[config.mk]
export PLATFORM = sky130hd
export DESIGN_NAME = lsu_mem_stage
export DESIGN_NICKNAME = d
export VERILOG_FILES = /design/src/rtl/lsu_mem_stage.sv
export SDC_FILE = /design/constraint.sdc
export NUM_CORES = 1
export LEC_CHECK = 0
export BUFFER_PORTS_ARGS = -buffer_cell sky130_fd_sc_hd__buf_4
export CAP_MARGIN = 5
export CELL_PAD_IN_SITES_DETAIL_PLACEMENT = 0
export CELL_PAD_IN_SITES_GLOBAL_PLACEMENT = 1
export CORE_MARGIN = 5
export CORE_UTILIZATION = 35
export CTS_BUF_LIST = sky130_fd_sc_hd__clkbuf_2 sky130_fd_sc_hd__clkbuf_4 sky130_fd_sc_hd__clkbuf_8
export CTS_CLUSTER_DIAMETER = 100
export DETAILED_ROUTE_END_ITERATION = 12
export GPL_TIMING_DRIVEN = 0
export PLACE_DENSITY_LB_ADDON = 0.3
export SYNTH_ARGS = -nofsm -noshare
export SYNTH_HDL_FRONTEND = slang
export SYNTH_SLANG_ARGS = --single-unit
[constraint.sdc]
create_clock -name clk -period 2.93 [get_ports clk]
set_clock_uncertainty 0.05 [all_clocks]
set_input_delay 0.1465 -clock clk [delete_from_list [all_inputs] [get_ports clk]]
set_output_delay 0.1465 -clock clk [all_outputs]
set_load 0.02 [all_outputs]
[src/rtl/lsu_mem_stage.sv]
// lsu_mem_stage: multi-cycle load/store unit behind the instruction controller.
// Accepts one LOAD/STORE at a time, runs a req/gnt/rvalid handshake on the
// data-memory port, and returns sign/zero-extended load data with a done pulse.
//
// state  | meaning
// -------+-------------------------------------------------------------
// S_IDLE | waiting for start; legality check on the accepted request
// S_REQ  | mem_req high, address/strobes/data held until mem_gnt
// S_WAIT | request granted; waiting for mem_rvalid or the timeout count
// S_DONE | one-cycle completion: done=1, err valid, busy still high
module lsu_mem_stage #(
    parameter int TIMEOUT = 255
) (
    input  logic        clk,
    input  logic        rst_n,
    input  logic        start,
    input  logic        is_store,
    input  logic [2:0]  funct3,
    input  logic [3:0]  dmem_wr_en,
    input  logic [31:0] addr,
    input  logic [31:0] wdata,
    output logic        busy,
    output logic        done,
    output logic        err,
    output logic [31:0] rdata,
    output logic        mem_req,
    output logic        mem_we,
    output logic [31:0] mem_addr,
    output logic [3:0]  mem_be,
    output logic [31:0] mem_wdata,
    input  logic        mem_gnt,
    input  logic        mem_rvalid,
    input  logic [31:0] mem_rdata
);

    typedef enum logic [1:0] {
        S_IDLE = 2'd0,
        S_REQ  = 2'd1,
        S_WAIT = 2'd2,
        S_DONE = 2'd3
    } state_t;

    // Last WAIT count before giving up; rvalid arriving on this count still wins.
    localparam logic [7:0] TO_LAST = 8'(TIMEOUT - 1);

    state_t      state;
    logic [7:0]  wait_cnt;
    logic        lat_is_store;
    logic [2:0]  lat_funct3;
    logic [1:0]  lat_off;

    logic        f3_ok;
    logic        align_ok;
    logic        req_legal;
    logic [3:0]  size_be;
    logic [3:0]  req_be;
    logic [31:0] req_wdata;
    logic [31:0] lane;
    logic [31:0] load_ext;

    // Legality and lane alignment of the request currently on the inputs.
    always_comb begin
        f3_ok     = 1'b0;
        align_ok  = 1'b1;
        size_be   = 4'b1111;
        req_be    = 4'b0000;
        req_wdata = 32'h0;

        if (is_store) begin
            f3_ok = (funct3 == 3'b000) || (funct3 == 3'b001) || (funct3 == 3'b010);
        end else begin
            f3_ok = (funct3 == 3'b000) || (funct3 == 3'b001) || (funct3 == 3'b010) ||
                    (funct3 == 3'b100) || (funct3 == 3'b101);
        end

        case (funct3[1:0])
            2'b00:   size_be = 4'b0001;
            2'b01:   size_be = 4'b0011;
            default: size_be = 4'b1111;
        endcase

        case (funct3[1:0])
            2'b01:   align_ok = (addr[0] == 1'b0);
            2'b10:   align_ok = (addr[1:0] == 2'b00);
            default: align_ok = 1'b1;
        endcase

        // Store strobes come from the controller unshifted; bits pushed past
        // lane 3 are dropped.
        if (is_store) begin
            req_be    = dmem_wr_en << addr[1:0];
            req_wdata = wdata << {addr[1:0], 3'b000};
        end else begin
            req_be    = size_be << addr[1:0];
            req_wdata = 32'h0;
        end
    end

    assign req_legal = f3_ok && align_ok;

    // Bring the addressed lane down to bit 0 and extend it by access type.
    always_comb begin
        lane     = mem_rdata >> {lat_off, 3'b000};
        load_ext = lane;
        case (lat_funct3)
            3'b000:  load_ext = {{24{lane[7]}}, lane[7:0]};
            3'b100:  load_ext = {24'h0, lane[7:0]};
            3'b001:  load_ext = {{16{lane[15]}}, lane[15:0]};
            3'b101:  load_ext = {16'h0, lane[15:0]};
            default: load_ext = lane;
        endcase
    end

    // Transaction FSM; every output is a register updated here.
    always_ff @(posedge clk) begin
        if (!rst_n) begin
            state        <= S_IDLE;
            wait_cnt     <= 8'h0;
            lat_is_store <= 1'b0;
            lat_funct3   <= 3'b000;
            lat_off      <= 2'b00;
            busy         <= 1'b0;
            done         <= 1'b0;
            err          <= 1'b0;
            rdata        <= 32'h0;
            mem_req      <= 1'b0;
            mem_we       <= 1'b0;
            mem_addr     <= 32'h0;
            mem_be       <= 4'b0000;
            mem_wdata    <= 32'h0;
        end else begin
            done <= 1'b0;
            case (state)
                S_IDLE: begin
                    if (start) begin
                        lat_is_store <= is_store;
                        lat_funct3   <= funct3;
                        lat_off      <= addr[1:0];
                        busy         <= 1'b1;
                        if (req_legal) begin
                            state     <= S_REQ;
                            err       <= 1'b0;
                            mem_req   <= 1'b1;
                            mem_we    <= is_store;
                            mem_addr  <= {addr[31:2], 2'b00};
                            mem_be    <= req_be;
                            mem_wdata <= req_wdata;
                        end else begin
                            // Rejected without touching the memory port.
                            state <= S_DONE;
                            done  <= 1'b1;
                            err   <= 1'b1;
                        end
                    end
                end

                S_REQ: begin
                    // rvalid before the grant is not a response to this request.
                    if (mem_gnt) begin
                        state    <= S_WAIT;
                        wait_cnt <= 8'h0;
                        mem_req  <= 1'b0;
                        mem_we   <= 1'b0;
                    end
                end

                S_WAIT: begin
                    if (mem_rvalid) begin
                        state <= S_DONE;
                        done  <= 1'b1;
                        err   <= 1'b0;
                        if (!lat_is_store) begin
                            rdata <= load_ext;
                        end
                    end else if (wait_cnt == TO_LAST) begin
                        state    <= S_DONE;
                        done     <= 1'b1;
                        err      <= 1'b1;
                        wait_cnt <= wait_cnt + 8'h1;
                    end else begin
                        wait_cnt <= wait_cnt + 8'h1;
                    end
                end

                S_DONE: begin
                    // start is ignored here; it is accepted again from IDLE.
                    state <= S_IDLE;
                    busy  <= 1'b0;
                    err   <= 1'b0;
                end

                default: begin
                    state <= S_IDLE;
                end
            endcase
        end
    end

endmodule

==> metrics.md, run 1 <==
| Metric | Value |
|---|---|
| I/O Buffers | 209 |
| Reg2Reg Depth | 8 |
| Starting Density | 0.3571 |
| Post-DP Area | 0.007770 mm2 |
| Row cnt | 47 |
| CP Data Required Time | 3250 ps |
| DIE AREA | 0.01962 mm2 |
| Post-synth top area cell | dfxtp_1 |
| Final hold vios | 0 |
| Maximum clock insertion buffer count | 2 |
| Synth cell types | 50 |
| RR Startpoint | state[0] |
| Post-route minimum period | 2234 ps |
| Worst Setup Start Kind | primary input |
| ANT cells | 0 |
| CP endpoint kind | flip-flop |
| CTS H-tree depth | 4 |
| Status | completed |
| Global-route wire length before repair | 33.27 mm |
| Largest family of logic cells by synthesized area | compound AO/OA/AOI/OAI gates |
| Hold wc startpoint | mem_gnt |
| Vias/cell | 5.080 |
| Clk slew on worst S/H paths | 70 ps |
| Post-Synth Adder-Cell Area | 0.02113 |
| Primary FF master, synth | dfxtp_1 |
| Worst Tran Pin Value | 713.0 ps |
| Post-Synth Simple-Gate Area | 0.1589 |
| Post-synthesis mux area share | 0.1321 |
| Clk root buf | clkbuf_8 |
| CTS Sinks | 119 |
| Slew margin rel. | 0.5196 |
| # IOs | 214 |
| Top-count cell post-synth | dfxtp_1 |
| Design area | 0.008712 mm2 |
| Routed Antenna Nets | 0 |
| Leakage | 3.710 nW |
| Remaining DRCs | 0 |
| Clock Latency Late Sink | 440 ps |
| Dpl hpwl | 15.70 mm |
| DRT iter0 DRCs | 347 |
| Gate Count Post-Synth | 707 |
| Num CTS Buffers | 17 |
| Initial antenna violation count | 0 |
| Synth Cell Area | 0.005922 mm2 |
| Worst-case vdd ir drop | 430.8 uV |
| Area grow syn2layout | 47.12% |
| Setup TNS | 0 ps |
| Crit path max fanout | 10 |
| Area contributors post-synth | dfxtp_1 40%, mux2i_1 8.5%, a21oi_1 8.0% |
| First-pass detailed-route iteration total | 7 |
| Core Footprint | 0.01658 mm2 |
| Yosys top cell area share | 0.4023 |
| Final nets | 1106 |
| Synth Area in XOR/XNOR | 0.002958 |
| Via count | 6187 |
| Worst Hold End | mem_req |
| Share of cells above drive strength 1 | 0.3046 |
| Total wire length | 20.92 mm |
| Total gr overflow | 0 |
| MaxCap Viol Count | 0 |
| Setup violations, final | 0 |
| Synthesized area per cell | 8.376 um2 |
| Worst endpoint data arrival time | 2550 ps |
| Compound-cell area share of the yosys netlist | 0.2214 |
| Sequential element share of the synthesized area | 0.4023 |
| Final Cycle Share | 0.7624 |
| PwrDens | 600.3 mW/mm2 |
| Asr flop ratio synth | 0 |
| Largest net degree at the start of global routing | 17 |
| Die width | 140.1 um |
| Critical path type | in2reg |
| CTS tree | done |
| Vias in the first global route | 6282 |
| Fmax | 447.7 MHz |
| FF-to-FF End | mem_wdata[19] |
| RSZ-0062 raised after global routing | false |
| Global placer's final weighted congestion | 0.8629 |
| YS warnings | 0 |
| Routed WL per cell | 17.18 um |
| Tot GR Track Use | 0.2098 |
| Hold depth | 4 |
| Chip height | 140.1 um |
| Post-CTS Setup Bufs | 0 |
| Register bit total from synthesis | 119 |
| Post-synth EDFFs | 0 |
| Slew Limit Fails | 0 |
| Most frequent cells after synthesis | 119 x dfxtp_1, 95 x a21oi_1, 94 x nand2_1, 80 x o21ai_0, 50 x mux2i_1 |
| Worst min path class | in2reg |
| Reg-to-reg setup timing slack | 740 ps |
-- sequential cells by signal (all words and copies together) (netlist names) --
signal / cells
mem_wdata: 32
rdata: 32
mem_addr: 30
wait_cnt: 8
mem_be: 4
lat_funct3: 3
lat_off: 2
state: 2
busy: 1
done: 1
err: 1
lat_is_store: 1
mem_req: 1
mem_we: 1
-- cells by family after synthesis --
group | after synthesis
compound gates | 227
xor+xnor | 2
fa+ha+maj | 10
buf+inv | 77
flops | 119
mux | 72
other cells | 1
simple gates | 199
-- per-layer routing --
layer | track usage | part of all wire | vias up
met1 | 0.2677 | 0.44 | 2906
met3 | 0.06783 | 0.069 | 21
met4 | 0.05099 | 0.013 | 0
met5 | 0 | 0 | -
li1 | - | - | 3091
met2 | 0.3457 | 0.47 | 169
-- final cells by class --
type	count	area [um2]
fillers	1611	7871
well taps	220	275.3
clock inverters	8	147.6
multi-input cells	512	3184
inverters	15	56.30
plain buffers	62	302.8
repair buffers	260	2079
clock buffers	22	284.0
flip-flops and latches	119	2382
-- stage by stage --
| stage | std cells | util | total power, mW | hold slack, ps | setup WS [ps] |
|---|---|---|---|---|---|
| detailed placement | 1137 | 0.4685 | 3.538 | 359.1 | 740.8 |
| global placement | 1137 | 0.4685 | 3.540 | 362.4 | 712.3 |
| finish | 1218 | 0.5254 | 5.230 | 32.79 | 696.2 |
| CTS | 1218 | 0.5254 | 5.267 | 10.92 | 686.2 |
| global route | 1218 | 0.5254 | 5.520 | 53.98 | 496.9 |
| floorplan | 708 | - | 2.912 | 232.5 | 1113 |
-- how the worst max path moves through the flow --
stage	startpoint	cells after the start	to
finish	funct3[0]	10	mem_addr[22]
global route	funct3[0]	10	mem_addr[24]
CTS	funct3[0]	9	mem_addr[22]
detailed placement	state[0]	8	mem_wdata[21]
global placement	state[0]	8	mem_wdata[20]
floorplan	state[0]	9	mem_wdata[14]
-- where the power goes --
part	total [mW]	switching, mW	internal, mW
clock network	1.67	0.677	0.990
registers	1.88	0.0984	1.78
logic	1.68	0.995	0.687
total	5.23	1.77	3.46
-- critical path: stages --
cell	delay, ps
dlygate4sd3_1	550
buf_4	120
inv_1	60
ha_1	220
nor3_1	310
a21o_1	150
buf_2	240
clkbuf_1	400
o21ai_0	160
a21oi_1	180
-- timing repair --
| action | CTS | global route |
|---|---|---|
| resized for setup | 0 | 0 |
| endpoints found under the hold margin | 51 | 0 |
| hold buffers | 51 | 0 |
-- cells in the final DEF, fill, tap and decap left out, types with 5 or more instances in the layout --
master	count
buf_4	217
dfxtp_1	119
a21oi_1	95
nand2_1	94
o21ai_0	80
dlygate4sd3_1	51
mux2i_1	50
nand3_1	39
clkbuf_1	24
buf_2	20
mux2_2	19
nand4_1	19
clkbuf_8	19
o2bb2ai_1	16
o211ai_1	16
inv_1	13
nor2_1	13
ha_1	10
buf_1	8
nor2b_1	7
nor3_1	7
nand2b_1	5
No activity file was read; power rests on OpenSTA's default activity.
==> run 2: changes to the inputs <==
==> constraint.sdc (replaced) <==
create_clock -name clk -period 2.11 [get_ports clk]
set_clock_uncertainty 0.05 [all_clocks]
set_input_delay 0.1055 -clock clk [delete_from_list [all_inputs] [get_ports clk]]
set_output_delay 0.1055 -clock clk [all_outputs]
set_load 0.02 [all_outputs]
==> run 2 against run 1 <==
Effect of this change:
- combinational power increased by 42%
- clock-buffer cell count unchanged
- sequential power grew 39%
- largest cell class unchanged
- via count increased by 0.32%
- non-clock buffer count increased by 3
- final area increased by 0.75%
- critical path depth is 1 lower
- core utilization increased by 0.39 points
- setup slack got worse by 560 ps
- sequential cell count did not move
- cell count grew 0.25%
==> metrics.md, run 2 (synthesis gave the netlist of run 1 again) <==
| Metric | Value |
|---|---|
| Tot GR Track Use | 0.2102 |
| Via count | 6207 |
| Post-Layout Cell Count | 1221 |
| Post-Place Cells | 1137 |
| Maximum clock insertion buffer count | 2 |
| Hold slack | 33.82 ps |
| Fillcell total | 1602 |
| Setup violations, final | 0 |
| Slew Limit Fails | 0 |
| Critical path type | reg2reg |
| CP dominant cell by count | buf_6 |
| ANT cells | 0 |
| Routed WL per cell | 17.18 um |
| Dpl hpwl | 15.70 mm |
| Commonest cells after routing, fill and taps aside | 216 x buf_4, 119 x dfxtp_1, 95 x a21oi_1 |
| MaxCap Viol Count | 0 |
| CTS Sinks | 119 |
| Starting Density | 0.3571 |
| Total wire length | 20.98 mm |
| CP Data Required Time | 2440 ps |
| CTS H-tree depth | 4 |
| Die width | 140.1 um |
| Leakage | 3.745 nW |
| Worst-case vdd ir drop | 597.9 uV |
| Buf+Inv Stages, Crit Path | 4 |
| Final Cycle Share | 0.9348 |
| Area grow syn2layout | 48.21% |
| Post-route minimum period | 1972 ps |
| CTS tree | done |
| Worst min path class | in2reg |
| Total gr overflow | 0 |
| I/O Buffers | 209 |
| Worst endpoint data arrival time | 2300 ps |
| Final hold vios | 0 |
| Worst Setup Start Kind | flip-flop |
| Dpl ws | -79.17 ps |
| Final core occ | 0.5293 |
| Most common cell after layout, fill and taps aside | buf_4 |
| Total Power | 7.319 mW |
| Cell-by-cell trace of the critical path | inv_1 -> ha_4 -> and2_1 -> buf_4 -> o31a_1 -> buf_6 -> nand2_4 -> buf_6 -> mux2i_1 |
| Global-route wire length before repair | 33.33 mm |
| Crit path max fanout | 10 |
| Setup ws final | 137.6 ps |
| DRT iter0 DRCs | 332 |
| Final nets | 1109 |
| PwrDens | 833.9 mW/mm2 |
| Fmax | 507.0 MHz |
| Top Registers | mem_wdata x32, rdata x32, mem_addr x30 |
| Worst Tran Pin Value | 712.7 ps |
| Slew margin rel. | 0.5198 |
| Row cnt | 47 |
| Clock Latency Late Sink | 440 ps |
| Largest net degree at the start of global routing | 17 |
| Max incr delay on CP | 380 ps |
| CP endpoint kind | flip-flop |
| Delay-heaviest family, CP | buffers and inverters |
| Chip height | 140.1 um |
| Num CTS Buffers | 17 |
| Status | completed |
| Clk slew on worst S/H paths | 70 ps |
| # IOs | 214 |
| Routed Antenna Nets | 0 |
| Global placer's final weighted congestion | 0.8629 |
| Clk root buf | clkbuf_8 |
| First-pass detailed-route iteration total | 7 |
| Post-CTS Setup Bufs | 0 |
| DIE AREA | 0.01962 mm2 |
| Initial antenna violation count | 0 |
| Remaining DRCs | 0 |
| Core Footprint | 0.01658 mm2 |
| Crit-path slowest cell | dfxtp_1 |
| Vias in the first global route | 6306 |
| Vias/cell | 5.084 |
| Share of cells above drive strength 1 | 0.3147 |
-- run 2: final cells by class --
class,count,area [um2],area share
Buffer,62,315.3,0.03592
Clock buffer,22,284.0,0.03236
Clock inverter,8,147.6,0.01682
Inverter,15,56.30,0.006415
Multi-Input combinational cell,512,3207,0.3654
Sequential cell,119,2382,0.2714
Tap cell,220,275.3,0.03136
Timing Repair Buffer,263,2110,0.2403
-- run 2: worst reg2reg max path, delay by kind of cell, from the launching register on --
kind	cells	cell delay [ps]
AOI/OAI and AO/OA	1	130
adders and majority gates	1	200
buffers and inverters	4	640
DFF	1	380
muxes	1	190
and+or+nand+nor	2	350
-- run 2: power breakdown --
part | switching, mW | internal, mW
Clock | 0.946 | 1.37
Combinational | 1.39 | 0.992
Sequential | 0.139 | 2.47
-- run 2: routing by layer --
layer,global-route usage,share of wire
met5,0,0
met4,0.05099,0.012
met3,0.06783,0.070
met2,0.3467,0.48
met1,0.2679,0.44
-- run 2: timing repair --
action | in CTS | in global routing
resized for setup | 2 | 17
endpoints found under the setup margin | 13 | 88
endpoints found under the hold margin | 55 | 0
cloned | 0 | 0
hold buffers | 54 | 0
-- run 2: path summary, 6_finish.rpt --
kind             start       endpoint  slack, ps  cells past startpoint
max           state[1]  mem_wdata[27]        140                      9
min          wdata[15]  mem_wdata[15]         30                      4
max reg2reg   state[1]  mem_wdata[27]        140                      9
min reg2reg   rdata[1]       rdata[1]        410                      2
-- run 2: through the flow --
step                TNS [ps]  instance area, um2
finish                     0                8777
global route          -3.104                8777
CTS                        0                8745
detailed placement    -795.0                7770
global placement      -936.7                7770
floorplan                  0                5926
==> run 3: changes to the inputs <==
--- a/config.mk
+++ b/config.mk
@@ -9,9 +9,9 @@
 export CAP_MARGIN = 5
 export CELL_PAD_IN_SITES_DETAIL_PLACEMENT = 0
 export CELL_PAD_IN_SITES_GLOBAL_PLACEMENT = 1
-export CORE_MARGIN = 5
+export CORE_MARGIN = 2
 export CORE_UTILIZATION = 35
-export CTS_BUF_LIST = sky130_fd_sc_hd__clkbuf_2 sky130_fd_sc_hd__clkbuf_4 sky130_fd_sc_hd__clkbuf_8
+export CTS_BUF_LIST = sky130_fd_sc_hd__clkbuf_4
 export CTS_CLUSTER_DIAMETER = 100
 export DETAILED_ROUTE_END_ITERATION = 12
 export GPL_TIMING_DRIVEN = 0
==> run 3 against run 2 <==
Effect of this change:
- non-clock buffer count up 58
- final area rose by 5.5%
- sequential power about the same
==> metrics.md, run 3 (synthesis gave the netlist of run 1 again) <==
| Metric | Value |
|---|---|
| Status | completed |
| Most common cell after layout, fill and taps aside | buf_4 |
| Max incr delay on CP | 570 ps |
| Chip height | 134.1 um |
| Remaining DRCs | 0 |
| Post-CTS Setup Bufs | 0 |
| Slew Limit Fails | 0 |
| Share of cells above drive strength 1 | 0.2991 |
| GRT met3 Usage | 0.06538 |
| Leakage | 3.934 nW |
| Final Cycle Share | 0.9807 |
| Clk root buf | clkbuf_4 |
| Final nets | 1167 |
| Setup TNS | 0 ps |
| CP endpoint kind | flip-flop |
| FF-to-FF End | rdata[3] |
| Initial antenna violation count | 1 |
| Total gr overflow | 0 |
| Tot GR Track Use | 0.2361 |
| Total Power | 6.994 mW |
| Global placer's final weighted congestion | 0.8266 |
| First-pass detailed-route iteration total | 4 |
| MaxCap Viol Count | 0 |
| Hold slack | 48.48 ps |
| Slew margin rel. | 0.5166 |
| Top Registers | mem_wdata x32, rdata x32, mem_addr x30 |
| Maximum clock insertion buffer count | 2 |
| DRT iter0 DRCs | 371 |
| Area grow syn2layout | 56.41% |
| Hold depth | 5 |
| Routed Antenna Nets | 0 |
| Reg-to-reg setup timing slack | 120 ps |
| Worst min path class | in2reg |
| Crit-path slowest cell | dlygate4sd3_1 |
| Met2 GRT Util | 0.3917 |
| Vias in the first global route | 6422 |
| # IOs | 214 |
| CP Data Required Time | 2530 ps |
| RSZ-0062 raised after global routing | true |
| CTS tree | done |
| Worst Hold End | rdata[8] |
| Commonest cells after routing, fill and taps aside | 218 x buf_4, 119 x dfxtp_1, 112 x dlygate4sd3_1 |
| Critical path origin | funct3[0] |
| Reg2Reg Depth | 7 |
| PwrDens | 755.1 mW/mm2 |
| Routed WL per cell | 16.64 um |
| Total wire length | 21.32 mm |
| Largest net degree at the start of global routing | 17 |
| Via count | 6481 |
| Cell-by-cell trace of the critical path | dlygate4sd3_1 -> buf_4 -> inv_1 -> ha_1 -> o21bai_1 -> a21oi_2 -> buf_2 -> buf_2 -> nand4_1 -> o21ai_0 |
| Clock Latency Late Sink | 540 ps |
| DIE AREA | 0.01798 mm2 |
| Worst-case vdd ir drop | 430.2 uV |
| Worst Setup Start Kind | primary input |
| Worst Tran Pin Value | 717.4 ps |
| Fmax | 483.3 MHz |
| Setup violations, final | 0 |
| Core Footprint | 0.01658 mm2 |
| Worst endpoint data arrival time | 2490 ps |
| Die width | 134.1 um |
| RR Startpoint | lat_off[0] |
| Vias/cell | 5.059 |
| CP dominant cell by count | buf_2 |
| Dpl hpwl | 15.02 mm |
| Final hold vios | 0 |
| Grt met1 use | 0.3008 |
| Multi-input logic area | 0.003224 mm2 |
| Seq. cell area | 0.002382 mm2 |
| Critical path type | in2reg |
| CTS H-tree depth | 4 |
| Post-route minimum period | 2069 ps |
| Row cnt | 47 |
| Final core occ | 0.5585 |
| I/O Buffers | 209 |
| Starting Density | 0.3571 |
| Hold wc startpoint | mem_rdata[8] |
| Fillcell total | 1580 |
| Num CTS Buffers | 17 |
| Clk slew on worst S/H paths | 120 ps |
| Crit path max fanout | 10 |
| GRT Max-Usage Layer | met2 |
| CTS Sinks | 119 |
| Global-route wire length before repair | 33.33 mm |
[run 3: worst max-delay path: cells and delay by family]
| kind | cells | cell delay [ps] |
|---|---|---|
| buffers and inverters | 5 | 1400 |
| AOI/OAI and AO/OA | 3 | 650 |
| adders and majority gates | 1 | 200 |
| and+or+nand+nor | 1 | 140 |
[run 3: power breakdown]
| part | switching [mW] | total [mW] | internal [mW] |
|---|---|---|---|
| clock network | 0.936 | 1.86 | 0.920 |
| logic | 1.43 | 2.52 | 1.09 |
| registers | 0.143 | 2.62 | 2.47 |
[run 3: per-layer routing]
| metal | part of all wire | up-vias |
|---|---|---|
| li1 | - | 3224 |
| met1 | 0.45 | 3029 |
| met2 | 0.48 | 206 |
| met3 | 0.062 | 22 |
| met4 | 0.014 | 0 |
| met5 | 0 | - |
[run 3: worst max-delay path by stage]
stage	to
after global placement	mem_wdata[20]
after global routing	mem_wdata[18]
after CTS	mem_wdata[15]
after floorplan	mem_wdata[14]
final	mem_wdata[23]
after detailed placement	mem_wdata[23]
[run 3: what timing repair did]
action | 4_1_cts | 5_1_grt
hold buffers | 112 | 0
hold endpoints to repair | 108 | 0
setup endpoints to repair | 14 | 89
resized for setup | 2 | 27
[run 3: area by class of cell]
class | instances | share of cell area
Tap cell | 220 | 0.02972
Sequential cell | 119 | 0.2572
Antenna cell | 1 | 0.0002702
Timing Repair Buffer | 321 | 0.2904
Clock buffer | 17 | 0.01378
Clock inverter | 14 | 0.01986
Inverter | 15 | 0.006079
Buffer | 62 | 0.03458
Multi-Input combinational cell | 512 | 0.3481
[run 3: per-stage QoR]
step,std cells,area (um2),worst slack (ps)
after CTS,1280,9205,1.141
after global placement,1137,7770,-101.8
after global routing,1281,9263,-40.39
after detailed placement,1137,7770,-79.88
final,1281,9263,40.82
after floorplan,708,5926,292.8
